<file path="src/rtl/regfile_wr_arbiter_pkg.sv">
// Register-file shared definitions: address width, register count and arbiter state encoding.
// Imported by the write arbiter, the register file and decode.
package rf_pkg;

  localparam int RF_AW    = 5;
  localparam int RF_NREGS = 32;

  typedef enum logic {ST_INIT, ST_RUN} state_t;

endpackage

</file>
<file path="src/rtl/regfile_wr_arbiter_if.sv">
// Writeback request bus: NREQ requesters presenting valid/addr/data, one-hot ready back.
// Requesters hold valid/addr/data stable until they see their ready bit.
interface regfile_wr_arbiter_if #(
  parameter int NREQ = 3,
  parameter int XLEN = 32
) ();
  import rf_pkg::*;

  logic [NREQ-1:0]       req_valid;
  logic [NREQ-1:0]       req_ready;
  logic [RF_AW*NREQ-1:0] req_addr;
  logic [XLEN*NREQ-1:0]  req_data;

  modport master (output req_valid, req_addr, req_data, input req_ready);
  modport slave  (input req_valid, req_addr, req_data, output req_ready);

endinterface

</file>
<file path="src/rtl/regfile_wr_arbiter_rr_pick.sv">
// Combinational round-robin picker: first valid requester scanning from ptr upward, mod NREQ.
// Zero latency; grant is all-zero and any=0 when nothing is valid.
module rr_pick #(
  parameter int NREQ = 3,
  parameter int PW   = (NREQ > 1) ? $clog2(NREQ) : 1
) (
  input  logic [NREQ-1:0] req_valid,
  input  logic [PW-1:0]   ptr,
  output logic [NREQ-1:0] grant_oh,
  output logic [PW-1:0]   grant_idx,
  output logic            any
);

  always_comb begin
    int            sum;
    logic [PW-1:0] idx;
    grant_oh  = '0;
    grant_idx = '0;
    any       = 1'b0;
    sum       = 0;
    idx       = '0;
    for (int k = 0; k < NREQ; k++) begin
      // explicit wrap so non-power-of-two NREQ rotates correctly
      sum = int'(ptr) + k;
      if (sum >= NREQ) sum = sum - NREQ;
      idx = PW'(sum);
      if (!any && req_valid[idx]) begin
        any            = 1'b1;
        grant_oh[idx]  = 1'b1;
        grant_idx      = idx;
      end
    end
  end

endmodule

</file>
<file path="src/rtl/regfile_wr_arbiter.sv">
// Round-robin share of the register-file write port; write registered one cycle after accept, x0 dropped.
// Optional RFA_ZERO_INIT_EN: 32-cycle zero sweep after reset, requesters get no ready until it ends.
module regfile_wr_arbiter
  import rf_pkg::*;
#(
  parameter int NREQ = 3,
  parameter int XLEN = 32
) (
  input  logic             clk,
  input  logic             rst_n,
  regfile_wr_arbiter_if.slave req_bus,
  input  logic [RF_AW-1:0] ra1,
  input  logic [RF_AW-1:0] ra2,
  output logic             we,
  output logic [RF_AW-1:0] wa1,
  output logic [XLEN-1:0]  wd1,
  output logic             rd_stall,
  output logic             init_done
);

  localparam int PW = (NREQ > 1) ? $clog2(NREQ) : 1;

  logic [PW-1:0]    ptr;
  logic [PW-1:0]    grant_idx;
  logic [NREQ-1:0]  grant_oh;
  logic             any;
  logic             run;
  logic             accept;
  logic [RF_AW-1:0] sel_addr;
  logic [XLEN-1:0]  sel_data;

  rr_pick #(.NREQ(NREQ), .PW(PW)) u_pick (
    .req_valid (req_bus.req_valid),
    .ptr       (ptr),
    .grant_oh  (grant_oh),
    .grant_idx (grant_idx),
    .any       (any)
  );

`ifdef RFA_ZERO_INIT_EN
  state_t           state, state_nxt;
  logic [RF_AW-1:0] cnt;

  always_ff @(posedge clk or negedge rst_n) begin
    if (!rst_n) begin
      state <= ST_INIT;
      cnt   <= '0;
    end else begin
      state <= state_nxt;
      if (state == ST_INIT) cnt <= cnt + 5'd1;
    end
  end

  always_comb begin
    state_nxt = state;
    if (state == ST_INIT && cnt == RF_AW'(RF_NREGS - 1)) state_nxt = ST_RUN;
  end

  assign run = (state == ST_RUN);
`else
  assign run = 1'b1;
`endif

  // rst_n gates ready so nothing is handed out while the write stage is held in reset
  assign accept            = run && rst_n && any;
  assign req_bus.req_ready = accept ? grant_oh : '0;
  assign sel_addr          = req_bus.req_addr[int'(grant_idx)*RF_AW +: RF_AW];
  assign sel_data          = req_bus.req_data[int'(grant_idx)*XLEN +: XLEN];

  always_ff @(posedge clk or negedge rst_n) begin
    if (!rst_n) begin
      we  <= 1'b0;
      wa1 <= '0;
      wd1 <= '0;
      ptr <= '0;
    end else begin
      we <= 1'b0;
      if (accept) begin
        we  <= (sel_addr != '0);
        wa1 <= sel_addr;
        wd1 <= sel_data;
        ptr <= (grant_idx == PW'(NREQ - 1)) ? '0 : grant_idx + 1'b1;
      end
`ifdef RFA_ZERO_INIT_EN
      if (!run) begin
        we  <= 1'b1;
        wa1 <= cnt;
        wd1 <= '0;
      end
`endif
    end
  end

  assign rd_stall  = run && we && (wa1 == ra1 || wa1 == ra2);
  assign init_done = run;

endmodule

</file>
<file path="src/flat_wrapper.sv">
// flat-port wrapper written by rule: the top's interface ports become plain ports
module regfile_wr_arbiter_flat import rf_pkg::*;
#(
  parameter int NREQ = 3,
  parameter int XLEN = 32
)
  (clk, rst_n, ra1, ra2, we, wa1, wd1, rd_stall, init_done, req_bus_req_valid, req_bus_req_addr, req_bus_req_data, req_bus_req_ready);
  regfile_wr_arbiter_if #(.NREQ(NREQ), .XLEN(XLEN)) req_bus_i ();
  input  logic clk;
  input  logic rst_n;
  input  logic [RF_AW-1:0] ra1;
  input  logic [RF_AW-1:0] ra2;
  output logic we;
  output logic [RF_AW-1:0] wa1;
  output logic [XLEN-1:0] wd1;
  output logic rd_stall;
  output logic init_done;
  input wire logic [$bits(req_bus_i.req_valid)-1:0] req_bus_req_valid;
  input wire logic [$bits(req_bus_i.req_addr)-1:0] req_bus_req_addr;
  input wire logic [$bits(req_bus_i.req_data)-1:0] req_bus_req_data;
  output wire logic [$bits(req_bus_i.req_ready)-1:0] req_bus_req_ready;
  assign req_bus_i.req_valid = req_bus_req_valid;
  assign req_bus_i.req_addr = req_bus_req_addr;
  assign req_bus_i.req_data = req_bus_req_data;
  assign req_bus_req_ready = req_bus_i.req_ready;
  regfile_wr_arbiter #(.NREQ(NREQ), .XLEN(XLEN)) u_core (.clk(clk), .rst_n(rst_n), .req_bus(req_bus_i), .ra1(ra1), .ra2(ra2), .we(we), .wa1(wa1), .wd1(wd1), .rd_stall(rd_stall), .init_done(init_done));
endmodule
</file>
<file path="config.mk">
export PLATFORM = sky130hd
export DESIGN_NAME = regfile_wr_arbiter_flat
export DESIGN_NICKNAME = d
export VERILOG_FILES = /design/src/rtl/regfile_wr_arbiter_pkg.sv /design/src/rtl/regfile_wr_arbiter_if.sv /design/src/rtl/regfile_wr_arbiter_rr_pick.sv /design/src/rtl/regfile_wr_arbiter.sv /design/src/flat_wrapper.sv
export SDC_FILE = /design/constraint.sdc
export NUM_CORES = 1
export LEC_CHECK = 0
export BUFFER_PORTS_ARGS = -buffer_cell sky130_fd_sc_hd__buf_2
export CORE_ASPECT_RATIO = 0.9
export CORE_UTILIZATION = 43
export CTS_CLUSTER_SIZE = 40
export DETAILED_ROUTE_END_ITERATION = 8
export PLACE_DENSITY = 0.81
export SYNTH_ARGS = -nofsm -noshare
export SYNTH_HDL_FRONTEND = slang
export SYNTH_HIERARCHICAL = 1
export SYNTH_SLANG_ARGS = --single-unit
</file>
<file path="constraint.sdc">
create_clock -name clk -period 3 [get_ports clk]
set_input_delay 0.15 -clock clk [delete_from_list [all_inputs] [get_ports clk]]
set_output_delay 0.15 -clock clk [all_outputs]
set_load 0.005 [all_outputs]
</file>
After elaboration in Yosys (flattened, before gate mapping)
Cells that the tools add are included.
{ "op_classes": {"order_cmp": 9, "muxes": 27, "multipliers": 1, "n_bitwise": 2, "n_reduce_logical": 11, "n_shift": 2, "addsub": 6, "eq_ne": 3} }
{ "op_table": {"columns": ["operator", "n"], "rows": [
  ["96-bit by 8-bit variable part select with 32-bit output", 1],
  ["15-bit by 32-bit variable part select with 5-bit output", 1],
  ["2-bit two-way mux", 7],
  ["3-bit two-way mux", 4],
  ["5-bit equality test", 2],
  ["1-bit two-way mux", 10],
  ["2-bit by 3-bit less-than comparator with 1-bit output, second input constant", 3],
  ["1-bit logical AND", 7],
  ["1-bit binary-select mux with 2-bit select", 3],
  ["1-bit demux with 2-bit select", 3],
  ["2-bit by 1-bit greater-or-equal comparator with 1-bit output, second input constant", 3],
  ["3-bit by 2-bit greater-or-equal comparator with 1-bit output, second input constant", 2],
  ["3-bit bitwise OR", 2],
  ["2-bit subtractor, second input constant", 3],
  ["2-bit by 3-bit multiplier with 5-bit output, second input constant", 1],
  ["5-bit nonzero test", 1],
  ["2-bit by 1-bit adder with 3-bit output, second input constant", 1],
  ["2-bit by 2-bit adder with 3-bit output, second input constant", 1],
  ["2-bit by 1-bit adder with 2-bit output, second input constant", 1],
  ["2-bit equality test, second input constant", 1],
  ["2-bit greater-or-equal comparator, second input constant", 1],
  ["1-bit logical NOT", 2],
  ["1-bit logical OR", 1]
]} }
{ "word_totals": {"output_inout_bits": 43, "regBits": 40} }

Depth between registers and ports, before layout
Gate-level depths: netlist of run 1.
{ "logic_depth": {"word_depth": 15, "ltp_mapped": 13, "ltp_nobuf": 10} }

Modules after synthesis
The synthesis of run 1 kept the hierarchy.
{ "by_module_without_submodules": {"columns": ["module", "seq_area_each_um2", "area_each_um2", "instances", "cells_per_inst"], "rows": [
  ["regfile_wr_arbiter", 1001.0, 2279.7, 1, 238],
  ["rr_pick", 0.0, 281.5, 1, 41]
]} }

Least setup slack after synthesis of run 1
Ideal clock, no wire load.
{ "synth_path": {"path_kind": "reg2reg", "startpoint": "reg u_core.ptr[1]", "endpoint": "reg u_core.wa1[4]", "arrival_time_ns": 2.154, "setup_slack_ns": 0.721, "stages_incl_launch_ff": 13, "period_less_slack_ns": 2.279, "path_cell_list": "dfrtp_1 > inv_1 > ha_1 > buf_6 > mux2i_4 > or2_2 > a21oi_1 > a21oi_1 > buf_4 > nor2b_2 > buf_6 > o2bb2ai_1 > mux2_2"} }
{ "synth_via": {"elab_chain_len": 13, "elab_cells_between_ends": 30, "cone_classes": "5 x add/sub; 1 x mul; 3 x order compare; 1 x shift; 15 x mux; 5 x reduce/logical"} }
{ "synth_lines": {"columns": ["element", "line", "rtl"], "rows": [
  ["from (decl)", "regfile_wr_arbiter.sv:23", "logic [PW-1:0] ptr;"],
  ["from (signal assigned)", "regfile_wr_arbiter.sv:82", "ptr <= (grant_idx == PW'(NREQ - 1)) ? '0 : grant_idx + 1'b1;"],
  ["branches (longest 10 deep; another with 2-bit by 1-bit adder with 3-bit output)", null, null],
  ["2-bit two-way mux (*)", "regfile_wr_arbiter_rr_pick.sv:27", "if (!any && req_valid[idx]) begin"],
  ["via u_core.grant_idx[0]", "regfile_wr_arbiter.sv:24", "logic [PW-1:0] grant_idx;"],
  ["2-bit by 3-bit multiplier with 5-bit output (*)", "regfile_wr_arbiter.sv:67", "assign sel_addr = req_bus.req_addr[int'(grant_idx)*RF_AW +: RF_AW];"],
  ["15-bit by 32-bit variable part select with 5-bit output (*)", "regfile_wr_arbiter.sv:67", null],
  ["to (signal assigned)", "regfile_wr_arbiter.sv:80", "wa1 <= sel_addr;"],
  ["to (decl)", "regfile_wr_arbiter.sv:15", "output logic [RF_AW-1:0] wa1,"]
]} }
Mark *: on every way through the listed nets, which the timed path passes. The select of a mux whose other input is x is not followed.
A chain may end at the register's enable or synchronous reset.

Final worst setup path of run 1
{ "layout_path": {"startpoint": "reg u_core.ptr[1]", "endpoint": "reg u_core.wd1[13]"} }
{ "layout_via": {"elab_chain_len": 12, "elab_cells_between_ends": 29, "cone_classes": "5 x add/sub; 3 x order compare; 1 x shift; 15 x mux; 5 x reduce/logical"} }
{ "layout_lines": {"columns": ["element", "line", "rtl"], "rows": [
  ["branches (longest 10 deep; another with 2-bit by 1-bit adder with 3-bit output)", null, null],
  ["2-bit two-way mux (*)", "regfile_wr_arbiter_rr_pick.sv:27", null],
  ["via u_core.grant_idx[1]", "regfile_wr_arbiter.sv:24", null],
  ["96-bit by 8-bit variable part select with 32-bit output (*)", "regfile_wr_arbiter.sv:68", "assign sel_data = req_bus.req_data[int'(grant_idx)*XLEN +: XLEN];"],
  ["to (signal assigned)", "regfile_wr_arbiter.sv:81", "wd1 <= sel_data;"],
  ["to (decl)", "regfile_wr_arbiter.sv:16", "output logic [XLEN-1:0] wd1,"]
]} }
Marked as above.

==> Flow_metrics.wiki, run 1 <==
{| class="wikitable"
! Metric !! Value
|-
| Pwr dens || 1040 nW/um^2
|-
| Height of the die || 75.2 um
|-
| Vias in the first global route || 2401
|-
| Leftover overflow at the end of global routing || 0
|-
| Synth Area in Compound Gates || approximately a quarter
|-
| Static leakage power || around 1.8 nW
|-
| Fraction of the core area covered by cells at the end of the flow || 61.8%
|-
| H-tree Lvls || 2
|-
| Final sum of negative setup slack || 0 ns
|-
| Port Buf Inserts || between 150 and 200
|-
| Flip-flop cell with the highest count after synthesis || sky130_fd_sc_hd__dfrtp_1
|-
| Worst path setup slack after routing || 0.229 ns
|-
| Clk_skew || approximately 0.0042 ns
|-
| Crit path buffers/inverters || 3
|-
| Layout cell share with drive strength beyond 1 || 44.9%
|-
| Startpoint kind of the worst setup timing path || register
|-
| Area of combinational cells with multiple inputs || between 1000 and 1500 sq um
|-
| Setup Crit Path Kind || reg -> reg
|-
| Fmax || 0.361 GHz
|-
| Grt met2 use || approximately two fifths
|-
| RSZ-0062 raised after global routing || no
|-
| Inserted Clock Buffers || 5
|-
| DR DRC count || 0
|-
| Kind of path behind the tightest hold check || in -> reg
|-
| Number of maximum-capacitance violations || 0
|-
| Maximum number of pins on one net before global-route repair || 44
|-
| Clk sinks || 40
|-
| Master cell of the clock root buffer || sky130_fd_sc_hd__clkbuf_8
|-
| Largest voltage drop on the vdd net || 704 uV
|-
| Worst Setup End Kind || register
|-
| Routed length per placed instance || 13.8 um
|-
| Die Width || 83.4 um
|-
| Multiplexer share of the synthesized area || between 10% and 20%
|-
| Area of the core || 5730 sq um
|-
| Global-route wire length before repair || between 10 and 15 mm
|-
| Initial DRC count || ~110
|-
| Number of synthesized flops with an enable pin || 0
|-
| Unique masters post-synth || 38
|-
| Total setup violations reported at the end of the flow || 0
|-
| Final Max Tran Viols || 0
|-
| Flop and latch count out of synthesis || 40
|-
| Post-synth design cell area || 2560 sq um
|-
| Post-synth net total || 409
|-
| Initial antenna violation count || 0
|-
| GR Util All Layers || a little over a fifth
|-
| Rel. slew slack || 54.6%
|-
| Number of antenna diodes || 0
|-
| Main combinational cell family by area after synthesis || compound AO/OA/AOI/OAI gates
|-
| Area growth syn-to-layout || 38.1%
|-
| Std-Cell Rows || 26
|-
| Count of vias placed by the detailed router || 2660
|-
| Area taken by flip-flops and latches || 1000 sq um
|-
| Clock Path Buffers || 2
|-
| Post-synthesis share of cell area spent on and, or, nand and nor gates || 11.9%
|-
| Data arrival time of the critical path || 2.93 ns
|-
| Number of failing hold endpoints at the final stage || 0
|-
| Ordered list of cells on the worst path || inv_1 -> ha_2 -> mux2i_1 -> o21ai_1 -> a21oi_1 -> o21ai_4 -> buf_4 -> buf_4 -> mux2i_1 -> nor2_1 -> a21oi_1 -> o21ai_0
|-
| Yosys Warn Count || 6
|-
| Area share of xor/xnor cells in the synthesized design || 3.42%
|-
| # fillers || 503
|-
| Transition time at the pin with the least slew margin || between 0.6 and 0.7 ns
|-
| HPWL after detailed placement || 5.51 mm
|-
| Sequential-to-total area share from yosys stat || 39.1%
|-
| Post-detailed-routing wire length || 7.10 mm
|-
| Pre-Repair DR Iteration Count || 5
|-
| Data required, critical path || between 3 and 4 ns
|-
| Met1 Resource Use GR || between 20% and 30%
|-
| Post-place setup slack || 0.00290 ns
|-
| Area of the die || 6270 sq um
|-
| Biggest cell delay along the critical path || 0.41 ns
|-
| TritonCTS clock tree || built
|-
| Starting density of the core || between 40% and 50%
|-
| Syn Inst Count || between 200 and 300
|-
| Clock Latency Late Sink || 0.28 ns
|-
| Hold slack || 0.0912 ns
|-
| Top delay family on crit path || compound AO/OA/AOI/OAI gates
|-
| Cell type of the slowest stage on the worst timing path || sky130_fd_sc_hd__dfrtp_1
|-
| Via density per instance || between 5 and 6
|-
| Status || completed
|-
| Final clock period utilization by the worst path || 92.4%
|-
| Routed Antenna Nets || 0
|-
| Post-route cell area || 3540 sq um
|-
| Ys async rst share || 100%
|-
| Critical path peak fanout || 13
|-
| Fin nets || 572
|-
| Routability-driven placement congestion ratio || 0.777
|-
| Clock transition time at the flip-flop clock pins of the worst setup and hold paths || approximately 0.08 ns
|-
| Met3 layer usage reported by global route || approximately 5.5%
|-
| Placed Instance Area || 3400 sq um
|-
| Busiest layer in global routing || met2
|-
| Mean post-synth cell area || 9.18 sq um
|-
| Boundary pin count || ~170
|-
| Tmin final || roughly 2.8 ns
|-
| Arithmetic-cell share of the synthesized area counting full adders, half adders and majority gates || under 10%
|}
==> sequential cells by signal, summed over array words and instances, names as in the netlist <==
register,count
u_core/wd1,32
u_core/wa1,5
u_core/ptr,2
u_core/we,1
==> Yosys cell counts (2+ instances only) <==
master | instances | area, sq um
sky130_fd_sc_hd__xor2_1 | 6 | 52.6
sky130_fd_sc_hd__clkbuf_1 | 6 | 22.5
sky130_fd_sc_hd__buf_4 | 5 | 37.5
sky130_fd_sc_hd__and3_1 | 3 | 18.8
sky130_fd_sc_hd__a21oi_1 | 24 | 120
sky130_fd_sc_hd__nand2_1 | 24 | 90.1
sky130_fd_sc_hd__ha_1 | 4 | 50.1
sky130_fd_sc_hd__nand3b_1 | 3 | 22.5
sky130_fd_sc_hd__inv_1 | 3 | 11.3
sky130_fd_sc_hd__buf_2 | 3 | 15.0
sky130_fd_sc_hd__buf_6 | 9 | 101
sky130_fd_sc_hd__mux2_2 | 3 | 33.8
sky130_fd_sc_hd__a22oi_1 | 33 | 248
sky130_fd_sc_hd__dfrtp_1 | 40 | 1000
sky130_fd_sc_hd__xnor2_1 | 4 | 35.0
sky130_fd_sc_hd__nand3_1 | 2 | 10.0
sky130_fd_sc_hd__nor2_1 | 22 | 82.6
sky130_fd_sc_hd__nor3_1 | 3 | 15.0
sky130_fd_sc_hd__o21ai_0 | 36 | 180
sky130_fd_sc_hd__o2bb2ai_1 | 2 | 17.5
sky130_fd_sc_hd__o21ai_1 | 5 | 25.0
sky130_fd_sc_hd__mux2i_1 | 23 | 230
==> cells by family after synthesis <==
group                    after synthesis
buffers and inverters                 26
other                                  1
flip-flops                            40
XOR/XNOR                              10
AND/OR/NAND/NOR                       65
multiplexers                          27
AO/OA/AOI/OAI                        106
adder cells (fa/ha/maj)                4
==> layer usage <==
metal / vias to the layer above / share of wire (%)
met4: 0 / 0.52
met2: 120 / 51
met1: 1208 / 42
li1: 1330 / -
met5: - / 0
met3: 2 / 6.5
==> through the flow <==
step                      std cells  power (mW)
after floorplan                 279        2.67
after global placement          503        3.19
after detailed placement        503        3.28
after CTS                       512        3.66
after global routing            513        4.02
final                           513        3.69
==> worst min-delay path: stages <==
cell	delay [ns]
sky130_fd_sc_hd__buf_2	0.08
sky130_fd_sc_hd__a22oi_1	0.05
sky130_fd_sc_hd__o21ai_0	0.06
==> report_power, final <==
group          internal, mW  total (mW)  switching (mW)
logic                  1.06        2.35            1.29
clock network         0.187       0.371           0.184
registers             0.806       0.969           0.163
total                  2.05        3.69            1.63
==> cell usage in the layout (no fill, tap or decap), drive strengths merged <==
master       count
buf            178
o21ai           42
dfrtp           40
a22oi           33
nand2           25
mux2i           24
a21oi           24
nor2            22
clkbuf           7
xor2             6
xnor2            4
nor3             4
ha               4
and3             3
mux2             3
inv              3
nand3b           3
nand3            2
o2bb2ai          2
nor2b            2
clkinvlp         1
dlygate4sd3      1
a21boi           1
a41oi            1
o22a             1
a21o             1
conb             1
o2111ai          1
nand2b           1
or2              1
or3              1
and2b            1
==> cell type report <==
| cell class | instances | share of cell area, % |
|---|---|---|
| Inverter | 3 | 0.318 |
| Multi-Input combinational cell | 213 | 39.5 |
| Clock inverter | 1 | 0.212 |
| Tap cell | 70 | 2.48 |
| Sequential cell | 40 | 28.3 |
| Timing Repair Buffer | 179 | 26.7 |
| Clock buffer | 7 | 2.44 |
==> path summary, 6_finish.rpt <==
kind                            slack (ns)        endpoint                 start  depth (start not counted)
worst max-delay path                  0.23  u_core/wd1[13]         u_core/ptr[1]                         12
worst min-delay path                  0.09  u_core/wd1[26]  req_bus_req_data[26]                          3
worst max register to register        0.23  u_core/wd1[13]         u_core/ptr[1]                         12
worst min register to register        0.48   u_core/wd1[3]         u_core/wd1[3]                          2
max in group asynchronous             2.11   u_core/ptr[1]                 rst_n                          3
min in group asynchronous             0.52  u_core/wd1[30]                 rst_n                          3
==> what timing repair did <==
| action | 4_1_cts | 5_1_grt |
|---|---|---|
| pin swaps | 0 | 1 |
| setup buffers | 0 | 1 |
| gates resized for setup | 1 | 2 |
| endpoints found under the setup margin | 1 | 27 |
| hold endpoints to repair | 40 | 0 |
| hold buffers | 1 | 0 |
No activity file was read; power rests on OpenSTA's default activity.
==> inputs of run 2 (changes only) <==
--- a/config.mk
+++ b/config.mk
@@ -10,7 +10,7 @@
 export CORE_UTILIZATION = 43
 export CTS_CLUSTER_SIZE = 40
 export DETAILED_ROUTE_END_ITERATION = 8
-export PLACE_DENSITY = 0.81
+export PLACE_DENSITY = 0.9
 export SYNTH_ARGS = -nofsm -noshare
 export SYNTH_HDL_FRONTEND = slang
 export SYNTH_HIERARCHICAL = 1
==> run 2 against run 1 <==
Compared with the run above: global-route usage up 1.8 points; fmax up 2.1%; combinational power about the same; non-clock buffer count up 3; sequential power about the same; hold slack worse by 0.013 ns; sequential share of layout area down 0.23 points; via count up 4.7%; die area unchanged.
==> Flow_metrics.wiki, run 2 (same netlist as run 1, synthesis figures left out) <==
{| class="wikitable"
! Metric !! Value
|-
| Critical path peak fanout || 16
|-
| Transition time at the pin with the least slew margin || 0.680 ns
|-
| Combinational share of power || 62.1%
|-
| Std-Cell Rows || 26
|-
| Flop pwr share || ~26%
|-
| Die Width || 83.4 um
|-
| GR Util All Layers || between 20% and 30%
|-
| Vias in the first global route || around 2600
|-
| Tmin final || approximately 2.7 ns
|-
| Boundary pin count || 169
|-
| Setup Crit Path Kind || reg -> reg
|-
| Inserted Clock Buffers || 5
|-
| Number of failing hold endpoints at the final stage || 0
|-
| Pre-Repair DR Iteration Count || 5
|-
| DR DRC count || 0
|-
| Routability-driven placement congestion ratio || 0.852
|-
| TritonCTS clock tree || built
|-
| Via density per instance || 5.40
|-
| Area taken by flip-flops and latches || 1000 sq um
|-
| Most frequent cells in the layout || 167 x sky130_fd_sc_hd__buf_2, 40 x sky130_fd_sc_hd__dfrtp_1, 35 x sky130_fd_sc_hd__o21ai_0, 33 x sky130_fd_sc_hd__a22oi_1, 24 x sky130_fd_sc_hd__nand2_1
|-
| Fin nets || about 580
|-
| Worst Setup End Kind || register
|-
| Kind of path behind the tightest hold check || in -> reg
|-
| HPWL after detailed placement || slightly below 6 mm
|-
| Max FFs per register || 32
|-
| Count of vias placed by the detailed router || 2784
|-
| Relative contribution of the clock network to total power || 12.3%
|-
| Final Max Tran Viols || 0
|-
| Pwr dens || 1060 nW/um^2
|-
| Area growth syn-to-layout || 39.2%
|-
| Leading registers by flop count || u_core/wd1: 32 flops, u_core/wa1: 5 flops, u_core/ptr: 2 flops
|-
| Register ranked first by flip-flop count || u_core/wd1
|-
| Area of combinational cells with multiple inputs || 1390 sq um
|-
| Most common library cell in the layout ignoring fill and taps || sky130_fd_sc_hd__buf_2
|-
| Global-route wire length before repair || 11.5 mm
|-
| Clock Latency Late Sink || 0.30 ns
|-
| RSZ-0062 raised after global routing || no
|-
| Maximum number of pins on one net before global-route repair || 44
|-
| Fmax || 0.368 GHz
|-
| Routed Antenna Nets || 0
|-
| Total setup violations reported at the end of the flow || 0
|-
| Layout cell share with drive strength beyond 1 || 45.5%
|-
| Clock Path Buffers || 2
|-
| Total Power || 3.79 mW
|-
| Final clock period utilization by the worst path || 90.5%
|-
| Number of antenna diodes || 0
|-
| Initial DRC count || between 150 and 200
|-
| # fillers || 490
|-
| Design internal power || 2.13 mW
|-
| Startpoint kind of the worst setup timing path || register
|-
| Rel. slew slack || 54.5%
|-
| Post-detailed-routing wire length || roughly 7.4 mm
|-
| Clk_skew || a little over 0.007 ns
|-
| Master cell of the clock root buffer || sky130_fd_sc_hd__clkbuf_8
|-
| Clock transition time at the flip-flop clock pins of the worst setup and hold paths || 0.08 ns
|-
| Port Buf Inserts || 167
|-
| Final sum of negative setup slack || 0 ns
|-
| Area of the die || approximately 6300 sq um
|-
| Net switching share of the total power || 43.9%
|-
| Largest voltage drop on the vdd net || 503 uV
|-
| Data required, critical path || 3.22 ns
|-
| Starting density of the core || 44.7%
|-
| Initial antenna violation count || 0
|-
| Leftover overflow at the end of global routing || 0
|-
| Height of the die || 75.2 um
|-
| Data arrival time of the critical path || 2.93 ns
|-
| Area of the core || approximately 5700 sq um
|-
| Routed length per placed instance || 14.4 um
|-
| Status || completed
|-
| H-tree Lvls || 2
|-
| Clk sinks || 40
|-
| Power spent charging and discharging nets || 1.67 mW
|-
| Number of maximum-capacitance violations || 0
|-
| Static leakage power || 1.80 nW
|}
==> run 2: worst max-delay path, cell delays in order, from the launching register on <==
cell	delay, ns
sky130_fd_sc_hd__dfrtp_1	0.42
sky130_fd_sc_hd__inv_1	0.08
sky130_fd_sc_hd__ha_1	0.39
sky130_fd_sc_hd__inv_1	0.08
sky130_fd_sc_hd__a21oi_1	0.12
sky130_fd_sc_hd__o21ai_0	0.18
sky130_fd_sc_hd__a21oi_2	0.26
sky130_fd_sc_hd__nor2b_2	0.46
sky130_fd_sc_hd__buf_4	0.31
sky130_fd_sc_hd__a22oi_1	0.11
sky130_fd_sc_hd__o21ai_0	0.21
==> run 2: layer usage <==
layer	GRT usage (%)	share of wire, %	vias to the layer above
met5	0	0	-
met2	47.0	54	143
li1	-	-	1333
met4	8.24	2.0	0
met3	3.84	6.1	21
met1	25.6	38	1287
==> run 2: timing repair <==
item	CTS	global route
hold buffers	1	0
setup buffers	0	3
pin swaps	0	1
endpoints found under the setup margin	1	14
resized for setup	1	1
endpoints found under the hold margin	40	0
==> run 2: area by class of cell <==
type / count / share of cell area, %
clock buffers: 6 / 2.32
clock inverters: 2 / 1.09
multi-input cells: 213 / 39.1
inverters: 3 / 0.316
well taps: 70 / 2.46
flip-flops and latches: 40 / 28.1
repair buffers: 182 / 26.7
==> run 2: per-stage QoR <==
stage / util [%] / hold slack [ns] / setup WS, ns / instance area, sq um / std cells
2_1_floorplan: - / -0.146 / 0.721 / 2560 / 279
6_report: 62.3 / 0.0785 / 0.286 / 3560 / 516
4_1_cts: 61.8 / 0.0699 / 0.189 / 3540 / 513
3_3_place_gp: 59.5 / 0.284 / 0.205 / 3410 / 504
3_5_place_dp: 59.5 / 0.297 / 0.0276 / 3410 / 504
5_1_grt: 62.3 / 0.0824 / 0.0799 / 3560 / 516
==> run 2: power by group through the flow <==
| stage | Sequential [mW] | Combinational (mW) | Clock (mW) |
|---|---|---|---|
| 2_1_floorplan | 0.986 | 1.68 | 0 |
| 3_3_place_gp | 0.965 | 2.20 | 0 |
| 3_5_place_dp | 0.974 | 2.32 | 0 |
| 4_1_cts | 0.969 | 2.32 | 0.482 |
| 5_1_grt | 1.00 | 2.62 | 0.497 |
| 6_report | 0.970 | 2.36 | 0.467 |
==> run 2: worst paths after layout <==
| kind | startpoint | endpoint | slack [ns] | cells after the start |
|---|---|---|---|---|
| worst max-delay path | u_core/ptr[0] | u_core/wd1[14] | 0.29 | 10 |
| min in group asynchronous | rst_n | u_core/wd1[25] | 0.51 | 3 |
| worst max register to register | u_core/ptr[0] | u_core/wd1[14] | 0.29 | 10 |
| worst min register to register | u_core/wd1[23] | u_core/wd1[23] | 0.48 | 2 |
| max in group asynchronous | rst_n | u_core/wd1[6] | 2.12 | 3 |
| worst min-delay path | req_bus_req_data[29] | u_core/wd1[29] | 0.08 | 3 |
